## src/rtl/onehot_decode_tracker_pkg.sv

```systemverilog
// Shared op encodings and sizing helper for the one-hot decode tracker.
package onehot_decode_tracker_pkg;

    typedef enum logic [1:0] {
        DEC_OP_PULSE = 2'b00,
        DEC_OP_SET   = 2'b01,
        DEC_OP_CLEAR = 2'b10,
        DEC_OP_QUERY = 2'b11
    } dec_op_e;

    // Width of a counter able to hold 0..n inclusive.
    function automatic int unsigned cnt_width(input int unsigned n);
        return $clog2(n + 1);
    endfunction

endpackage

```

## src/rtl/onehot_decode_tracker_if.sv

```systemverilog
// Request/response bundle of the one-hot decode tracker.
// occ_count exists only when ONEHOT_DECODE_POPCNT_EN is defined.
interface onehot_decode_tracker_if
    import onehot_decode_tracker_pkg::*;
#(
    parameter int unsigned IDX_W = 6,
    parameter int unsigned N_OUT = 40
) ();

    logic             in_valid;
    logic [IDX_W-1:0] in_idx;
    dec_op_e          in_op;
    logic             clear_all;
    logic             out_valid;
    logic [N_OUT-1:0] out_onehot;
    logic [N_OUT-1:0] out_bitmap;
    logic             out_err;
    logic             out_hit;
    logic             full;
    logic             empty;
`ifdef ONEHOT_DECODE_POPCNT_EN
    logic [cnt_width(N_OUT)-1:0] occ_count;
`endif

    modport master (
        output in_valid, in_idx, in_op, clear_all,
        input  out_valid, out_onehot, out_bitmap, out_err, out_hit, full, empty
`ifdef ONEHOT_DECODE_POPCNT_EN
        , input occ_count
`endif
    );

    modport slave (
        input  in_valid, in_idx, in_op, clear_all,
        output out_valid, out_onehot, out_bitmap, out_err, out_hit, full, empty
`ifdef ONEHOT_DECODE_POPCNT_EN
        , output occ_count
`endif
    );

endinterface

```

## src/rtl/onehot_decode_tracker_core.sv

```systemverilog
// Combinational index to one-hot decode with an in-range flag.
module onehot_dec_core #(
    parameter int unsigned IDX_W = 6,
    parameter int unsigned N_OUT = 40
) (
    input  logic [IDX_W-1:0] idx,
    output logic [N_OUT-1:0] onehot,
    output logic             in_range
);

    // Extra bit keeps the compare exact when N_OUT == 2**IDX_W.
    assign in_range = ({1'b0, idx} < (IDX_W + 1)'(N_OUT));

    always_comb begin
        onehot = '0;
        for (int i = 0; i < int'(N_OUT); i++) begin
            onehot[i] = (idx == IDX_W'(i));
        end
    end

endmodule

```

## src/rtl/onehot_decode_tracker.sv

```systemverilog
// Registered one-hot decoder with sticky occupancy bitmap and error flagging.
// Optional registered popcount output enabled by ONEHOT_DECODE_POPCNT_EN.
module onehot_decode_tracker
    import onehot_decode_tracker_pkg::*;
#(
    parameter int unsigned IDX_W = 6,
    parameter int unsigned N_OUT = 40
) (
    input logic                    clk,
    input logic                    rst,
    onehot_decode_tracker_if.slave bus
);

    logic [N_OUT-1:0] dec_onehot;
    logic             in_range;

    logic [N_OUT-1:0] bitmap_q, bitmap_d;
    logic [N_OUT-1:0] onehot_q;
    logic             valid_q, err_q, hit_q;
    logic             cur_bit, req_err;

    onehot_dec_core #(
        .IDX_W (IDX_W),
        .N_OUT (N_OUT)
    ) u_core (
        .idx      (bus.in_idx),
        .onehot   (dec_onehot),
        .in_range (in_range)
    );

    // Masking with the decode avoids indexing past N_OUT for bad indices.
    assign cur_bit = |(dec_onehot & bitmap_q);

    always_comb begin
        req_err = !in_range;
        if (bus.in_op == DEC_OP_SET   &&  cur_bit) req_err = 1'b1;
        if (bus.in_op == DEC_OP_CLEAR && !cur_bit) req_err = 1'b1;
    end

    always_comb begin
        bitmap_d = bitmap_q;
        if (bus.clear_all) begin
            bitmap_d = '0;
        end else if (bus.in_valid && !req_err) begin
            if (bus.in_op == DEC_OP_SET)   bitmap_d = bitmap_q | dec_onehot;
            if (bus.in_op == DEC_OP_CLEAR) bitmap_d = bitmap_q & ~dec_onehot;
        end
    end

    always_ff @(posedge clk) begin
        if (rst) begin
            bitmap_q <= '0;
            onehot_q <= '0;
            valid_q  <= 1'b0;
            err_q    <= 1'b0;
            hit_q    <= 1'b0;
        end else begin
            bitmap_q <= bitmap_d;
            valid_q  <= bus.in_valid;
            onehot_q <= (bus.in_valid && !req_err) ? dec_onehot : '0;
            err_q    <= bus.in_valid && req_err;
            hit_q    <= bus.in_valid && in_range && (bus.in_op == DEC_OP_QUERY) && cur_bit;
        end
    end

    assign bus.out_valid  = valid_q;
    assign bus.out_onehot = onehot_q;
    assign bus.out_err    = err_q;
    assign bus.out_hit    = hit_q;
    assign bus.out_bitmap = bitmap_q;
    assign bus.full       = &bitmap_q;
    assign bus.empty      = ~|bitmap_q;

`ifdef ONEHOT_DECODE_POPCNT_EN
    localparam int unsigned CNT_W = cnt_width(N_OUT);

    logic [CNT_W-1:0] cnt_q, cnt_d;

    always_comb begin
        cnt_d = '0;
        for (int i = 0; i < int'(N_OUT); i++) begin
            cnt_d = cnt_d + CNT_W'(bitmap_d[i]);
        end
    end

    always_ff @(posedge clk) begin
        if (rst) cnt_q <= '0;
        else     cnt_q <= cnt_d;
    end

    assign bus.occ_count = cnt_q;
`endif

endmodule

```

## src/flat_wrapper.sv

```systemverilog
// flat-port wrapper written by rule: the top's interface ports become plain ports
module onehot_decode_tracker_flat import onehot_decode_tracker_pkg::*;
#(
    parameter int unsigned IDX_W = 6,
    parameter int unsigned N_OUT = 40
)
  (clk, rst, bus_in_valid, bus_in_idx, bus_in_op, bus_clear_all, bus_out_valid, bus_out_onehot, bus_out_bitmap, bus_out_err, bus_out_hit, bus_full, bus_empty);
  onehot_decode_tracker_if #(.IDX_W(IDX_W), .N_OUT(N_OUT)) bus_i ();
  input logic clk;
  input logic rst;
  input wire logic [$bits(bus_i.in_valid)-1:0] bus_in_valid;
  input wire logic [$bits(bus_i.in_idx)-1:0] bus_in_idx;
  input wire logic [$bits(bus_i.in_op)-1:0] bus_in_op;
  input wire logic [$bits(bus_i.clear_all)-1:0] bus_clear_all;
  output wire logic [$bits(bus_i.out_valid)-1:0] bus_out_valid;
  output wire logic [$bits(bus_i.out_onehot)-1:0] bus_out_onehot;
  output wire logic [$bits(bus_i.out_bitmap)-1:0] bus_out_bitmap;
  output wire logic [$bits(bus_i.out_err)-1:0] bus_out_err;
  output wire logic [$bits(bus_i.out_hit)-1:0] bus_out_hit;
  output wire logic [$bits(bus_i.full)-1:0] bus_full;
  output wire logic [$bits(bus_i.empty)-1:0] bus_empty;
  assign bus_i.in_valid = bus_in_valid;
  assign bus_i.in_idx = bus_in_idx;
  assign bus_i.in_op = bus_in_op;
  assign bus_i.clear_all = bus_clear_all;
  assign bus_out_valid = bus_i.out_valid;
  assign bus_out_onehot = bus_i.out_onehot;
  assign bus_out_bitmap = bus_i.out_bitmap;
  assign bus_out_err = bus_i.out_err;
  assign bus_out_hit = bus_i.out_hit;
  assign bus_full = bus_i.full;
  assign bus_empty = bus_i.empty;
  onehot_decode_tracker #(.IDX_W(IDX_W), .N_OUT(N_OUT)) u_core (.clk(clk), .rst(rst), .bus(bus_i));
endmodule
```

## config.mk

```make
export PLATFORM = sky130hd
export DESIGN_NAME = onehot_decode_tracker_flat
export DESIGN_NICKNAME = d
export VERILOG_FILES = /design/src/rtl/onehot_decode_tracker_pkg.sv /design/src/rtl/onehot_decode_tracker_if.sv /design/src/rtl/onehot_decode_tracker_core.sv /design/src/rtl/onehot_decode_tracker.sv /design/src/flat_wrapper.sv
export SDC_FILE = /design/constraint.sdc
export NUM_CORES = 1
export LEC_CHECK = 0
export CAP_MARGIN = 20
export CORE_MARGIN = 5
export CORE_UTILIZATION = 50
export CTS_CLUSTER_SIZE = 40
export DETAILED_ROUTE_END_ITERATION = 8
export PLACE_DENSITY = 0.86
export SYNTH_ARGS = -nofsm -noshare
export SYNTH_HDL_FRONTEND = slang
export SYNTH_SLANG_ARGS = --single-unit
```

## constraint.sdc

```tcl
create_clock -name clk -period 2.65 [get_ports clk]
set_clock_uncertainty 0.15 [all_clocks]
set_input_delay 0.265 -clock clk [delete_from_list [all_inputs] [get_ports clk]]
set_output_delay 0.265 -clock clk [all_outputs]
set_load 0.02 [all_outputs]
```

==> run summary, run 1 <==
Netlist Area Pre-Place -> 0.003959 mm^2
Syn_nets -> 444
GR repair worst EP -> _725_/D
Netlist cell types -> 61
Worst_ep kind -> register input
Num rows -> 32
YS warnings -> 0
CTS sink count -> 83
Antenna violations before repair -> 4
Avg Cell Area, Syn -> 9.228 um^2
CTS Hold Buffers Added -> 0
Starting density of the core -> 0.5123
Dominant combinational cell family by area after synthesis -> simple AND/OR/NAND/NOR gates
Largest net degree at the start of global routing -> 41
H-tree depth -> 3
Synth top area cells -> dfxtp_1, nor4_1, a41oi_1, a311oi_1, nand4_1
Post-synthesis mux area share -> 0.02939
Die X -> 98.98 um
Total CTS buffers -> 9
Status -> stopped before the end
Cell taking the most area after synthesis -> dfxtp_1
Max Buffers Root-to-Sink -> 2
Synth Flop Type -> dfxtp_1
Most frequent cell after synthesis -> dfxtp_1
Asr flop ratio synth -> 0
Die Ht -> 98.98 um
IO buf count -> 96
Post-synth top area share -> 0.4197
Post-synthesis xor/xnor area fraction -> 0
GPL Wtd Cong -> 0.9871
Syn Inst Count -> 429
Synthesized-area fraction occupied by and/or/nand/nor cells -> 0.2532
Post-synth EDFFs -> 0
Halt Stage -> global routing
Compound-Gate Fraction of Synth Area -> 0.2269
Hpwl dp -> 12220 um
Synthesis-stage register bit count -> 83
CTS root buffer -> clkbuf_8
Sequential area share after synthesis -> 0.4197
Post-Synth Adder-Cell Area -> 0.009482
Err -> [ERROR DPL-0033] detailed placement checks failed during check placement.
Post-synth top cells -> dfxtp_1, nor4_1, a41oi_1
Io pins -> 97
==> timing repair <==
| item | 4_1_cts |
|---|---|
| resized for setup | 84 |
| buffers inserted | 13 |
| endpoints found under the setup margin | 84 |
| gates cloned | 7 |
| pin swaps | 32 |
==> through the flow <==
step	worst slack, ns	std cells	instance area, um^2	util
after floorplan	0.2008	429	3959	-
after global placement	-0.6895	684	5678	0.7348
after CTS	0.001668	720	6625	0.8574
after detailed placement	-0.7450	684	5678	0.7348
==> cell families after synthesis <==
kind of cell | after synthesis
AND/OR/NAND/NOR | 167
adder cells (fa/ha/maj) | 3
AO/OA/AOI/OAI | 109
multiplexers | 11
buffers and inverters | 56
flip-flops | 83
==> inputs of run 2 (changes only) <==
- CORE_UTILIZATION: 50 -> 40
- CTS_CLUSTER_SIZE: 40 -> unset
- PLACE_DENSITY: 0.86 -> unset
- PLACE_DENSITY_LB_ADDON: unset -> 0.15
==> run summary, run 2 <==
Vias in the first global route -> 4496
CTS root buffer -> clkbuf_8
Synth top area cells -> dfxtp_1, nor4_1, a41oi_1, a311oi_1, nand4_1
Rel. slew slack -> 0.6534
Final Slew Violations -> 0
FF-to-FF setup slack -> -0.02 ns
Leak -> 2.343 nW
PwrDens -> 389.0 mW/mm^2
Worst hold slack -> 0.4150 ns
Worst reg2reg path depth -> 9
Post-route ant nets -> 0
CTS Hold Buffers Added -> 0 (unchanged)
Tmin final -> 2.669 ns
CP delay by family, top -> compound AO/OA/AOI/OAI gates
Asr flop ratio synth -> 0 (unchanged)
Crit path max-delay cell type -> a222oi_1
IO buf count -> 96 (unchanged)
Clock transition at path regs -> 0.09 ns
CP required -> 2.74 ns
Area of the multi-input gates -> 0.002404 mm^2
Most frequent cell after synthesis -> dfxtp_1
DRC viols -> 0
Maxcap violations -> 0
Antenna violations before repair -> 0
Synth Flop Type -> dfxtp_1
Diode count -> 0
Layout cell share with drive strength beyond 1 -> 0.3565
Critical Path Stages -> 9
Starting DRT DRC Count -> 433
Die X -> 109.5 um (+11%)
Clk_lat worst skew -> 0.37 ns
CP cell instances -> mux2_4 > a22o_1 > a222oi_1 > o2111a_2 > buf_4 > nand3_4 > clkbuf_16 > a41oi_1 > a311oi_2
Netlist Area Pre-Place -> 0.003959 mm^2 (unchanged)
Crit path DAT -> 2.75 ns
Crit end category -> flip-flop
Failing checks -> setup timing
Final period util -> 1.007
Routed via count -> 4758
Netlist cell types -> 61 (unchanged)
Final Util -> 0.6782
H-tree depth -> 3 (unchanged)
Total CTS buffers -> 9 (unchanged)
Sequential area share after synthesis -> 0.4197 (unchanged)
Synth-to-layout area growth -> 66.69%
Post-synth top area share -> 0.4197 (unchanged)
GPL Wtd Cong -> 0.9704 (-1.7%)
Starting density of the core -> 0.4069 (-0.1054)
RSZ-0062 raised after global routing -> yes
Cell taking the most area after synthesis -> dfxtp_1
Post-synth EDFFs -> 0 (unchanged)
Max Buffers Root-to-Sink -> 2 (unchanged)
Critical Path Start Type -> flip-flop
Filler Cell Count -> 832
Die Ht -> 109.5 um (+11%)
Slew @ Worst Pin -> 0.5179 ns
Final hold vios -> 0
Grt ovf -> 0
Worst min path class -> in -> reg
Largest net degree at the start of global routing -> 41
YS warnings -> 0 (unchanged)
FF/Latch Area -> 0.001674 mm^2
Area of the die -> 0.01199 mm^2
Nets -> 644
Most common cell after layout, fill and taps aside -> buf_4
Core area -> 0.009729 mm^2
Via density -> 6.203
Total track usage -> 0.2886
Synthesis-stage register bit count -> 83 (unchanged)
Syn Inst Count -> 429 (unchanged)
Buf+Inv Stages, Crit Path -> 2
CTS sink count -> 83 (unchanged)
Critical path peak fanout -> 14
Final setup margin -> -0.01914 ns
Num rows -> 36 (+13%)
Io pins -> 97 (unchanged)
First-pass detailed-route iteration total -> 5
Fmax -> 0.3747 GHz
Most frequent cells in the layout -> buf_4, clkdlybuf4s50_1, dfxtp_1
Status -> complete, but fails checks
Peak supply drop -> 0.2344 mV
Post-synth top cells -> dfxtp_1, nor4_1, a41oi_1
Avg Cell Area, Syn -> 9.228 um^2 (unchanged)
Routed wire per std cell -> 23.32 um
Routed WL -> 17880 um
Syn_nets -> 444 (unchanged)
Hpwl dp -> 12660 um (+3.5%)
Setup CP Type -> reg -> reg
TritonCTS clock tree -> yes
First-pass GRT wire length -> 25830 um
Final setup vio count -> 3
Largest incremental delay on the critical path -> 0.38 ns
==> run 2: worst min-delay path by stage <==
| stage | startpoint | endpoint | slack, ns | depth (start not counted) |
|---|---|---|---|---|
| finish | rst | u_core.bus.out_valid$_SDFF_PP0_ | 0.42 | 2 |
| global route | bus_in_idx[4] | u_core.bus.out_onehot[24]$_SDFF_PP0_ | 0.44 | 4 |
| CTS | rst | u_core.bus.out_valid$_SDFF_PP0_ | 0.41 | 2 |
| global placement | flip-flop | flip-flop | 0.45 | 2 |
| floorplan | rst | u_core.bus.out_valid$_SDFF_PP0_ | 0.21 | 1 |
| detailed placement | flip-flop | flip-flop | 0.45 | 2 |
==> run 2: where the power goes <==
part | leakage (nW) | switching, mW | internal [mW]
combinational | 1.56 | 0.215 | 0.139
sequential | 0.672 | 0.00128 | 1.25
clock | 0.109 | 0.475 | 0.490
==> run 2: logic make-up after synthesis <==
kind of cell,synth area share
AOI/OAI and AO/OA,0.2269
adders and majority gates,0.009483
and+or+nand+nor,0.2532
DFF,0.4197
muxes,0.02939
buffers and inverters,0.06131
==> run 2: cell type report <==
cell class,instances,share of cell area
inverters,10,0.005688
multi-input cells,290,0.3642
repair buffers,235,0.3189
clock inverters,5,0.009291
clock buffers,11,0.02294
flip-flops and latches,83,0.2537
well taps,133,0.02522
==> run 2: worst reg2reg max path, stage by stage, from the launching register on <==
cell and delay, ns:
dfxtp_4 0.37, mux2_4 0.27, a22o_1 0.17, a222oi_1 0.38
o2111a_2 0.35, buf_4 0.14, nand3_4 0.15, clkbuf_16 0.23
a41oi_1 0.25, a311oi_2 0.07
==> run 2: routing by layer <==
metal,part of all wire,GRT usage
met2,0.45,0.4473
met4,0.046,0.1247
met3,0.079,0.05226
met5,0,0
met1,0.42,0.3929
==> run 2: repair_timing <==
action	4_1_cts	5_1_grt
cloned	3	3
buffers inserted	6	4
pin swaps	8	11
gates resized for setup	42	48
endpoints found under the setup margin	84	74
==> run 2: per-stage QoR <==
| stage | setup TNS, ns | instances | total power, mW | setup slack, ns | instance area (um^2) |
|---|---|---|---|---|---|
| 6_report | -0.04057 | 767 | 2.567 | -0.01914 | 6599 |
| 5_1_grt | -0.2936 | 767 | 2.654 | -0.03970 | 6599 |
| 4_1_cts | 0 | 760 | 2.533 | 0.009322 | 6250 |
| 3_5_place_dp | -49.38 | 735 | 1.575 | -0.7136 | 5842 |
| 3_3_place_gp | -47.84 | 735 | 1.573 | -0.6845 | 5842 |
| 2_1_floorplan | 0 | 429 | 1.424 | 0.2008 | 3959 |
Note: power is estimated with default switching activity, not from simulation.
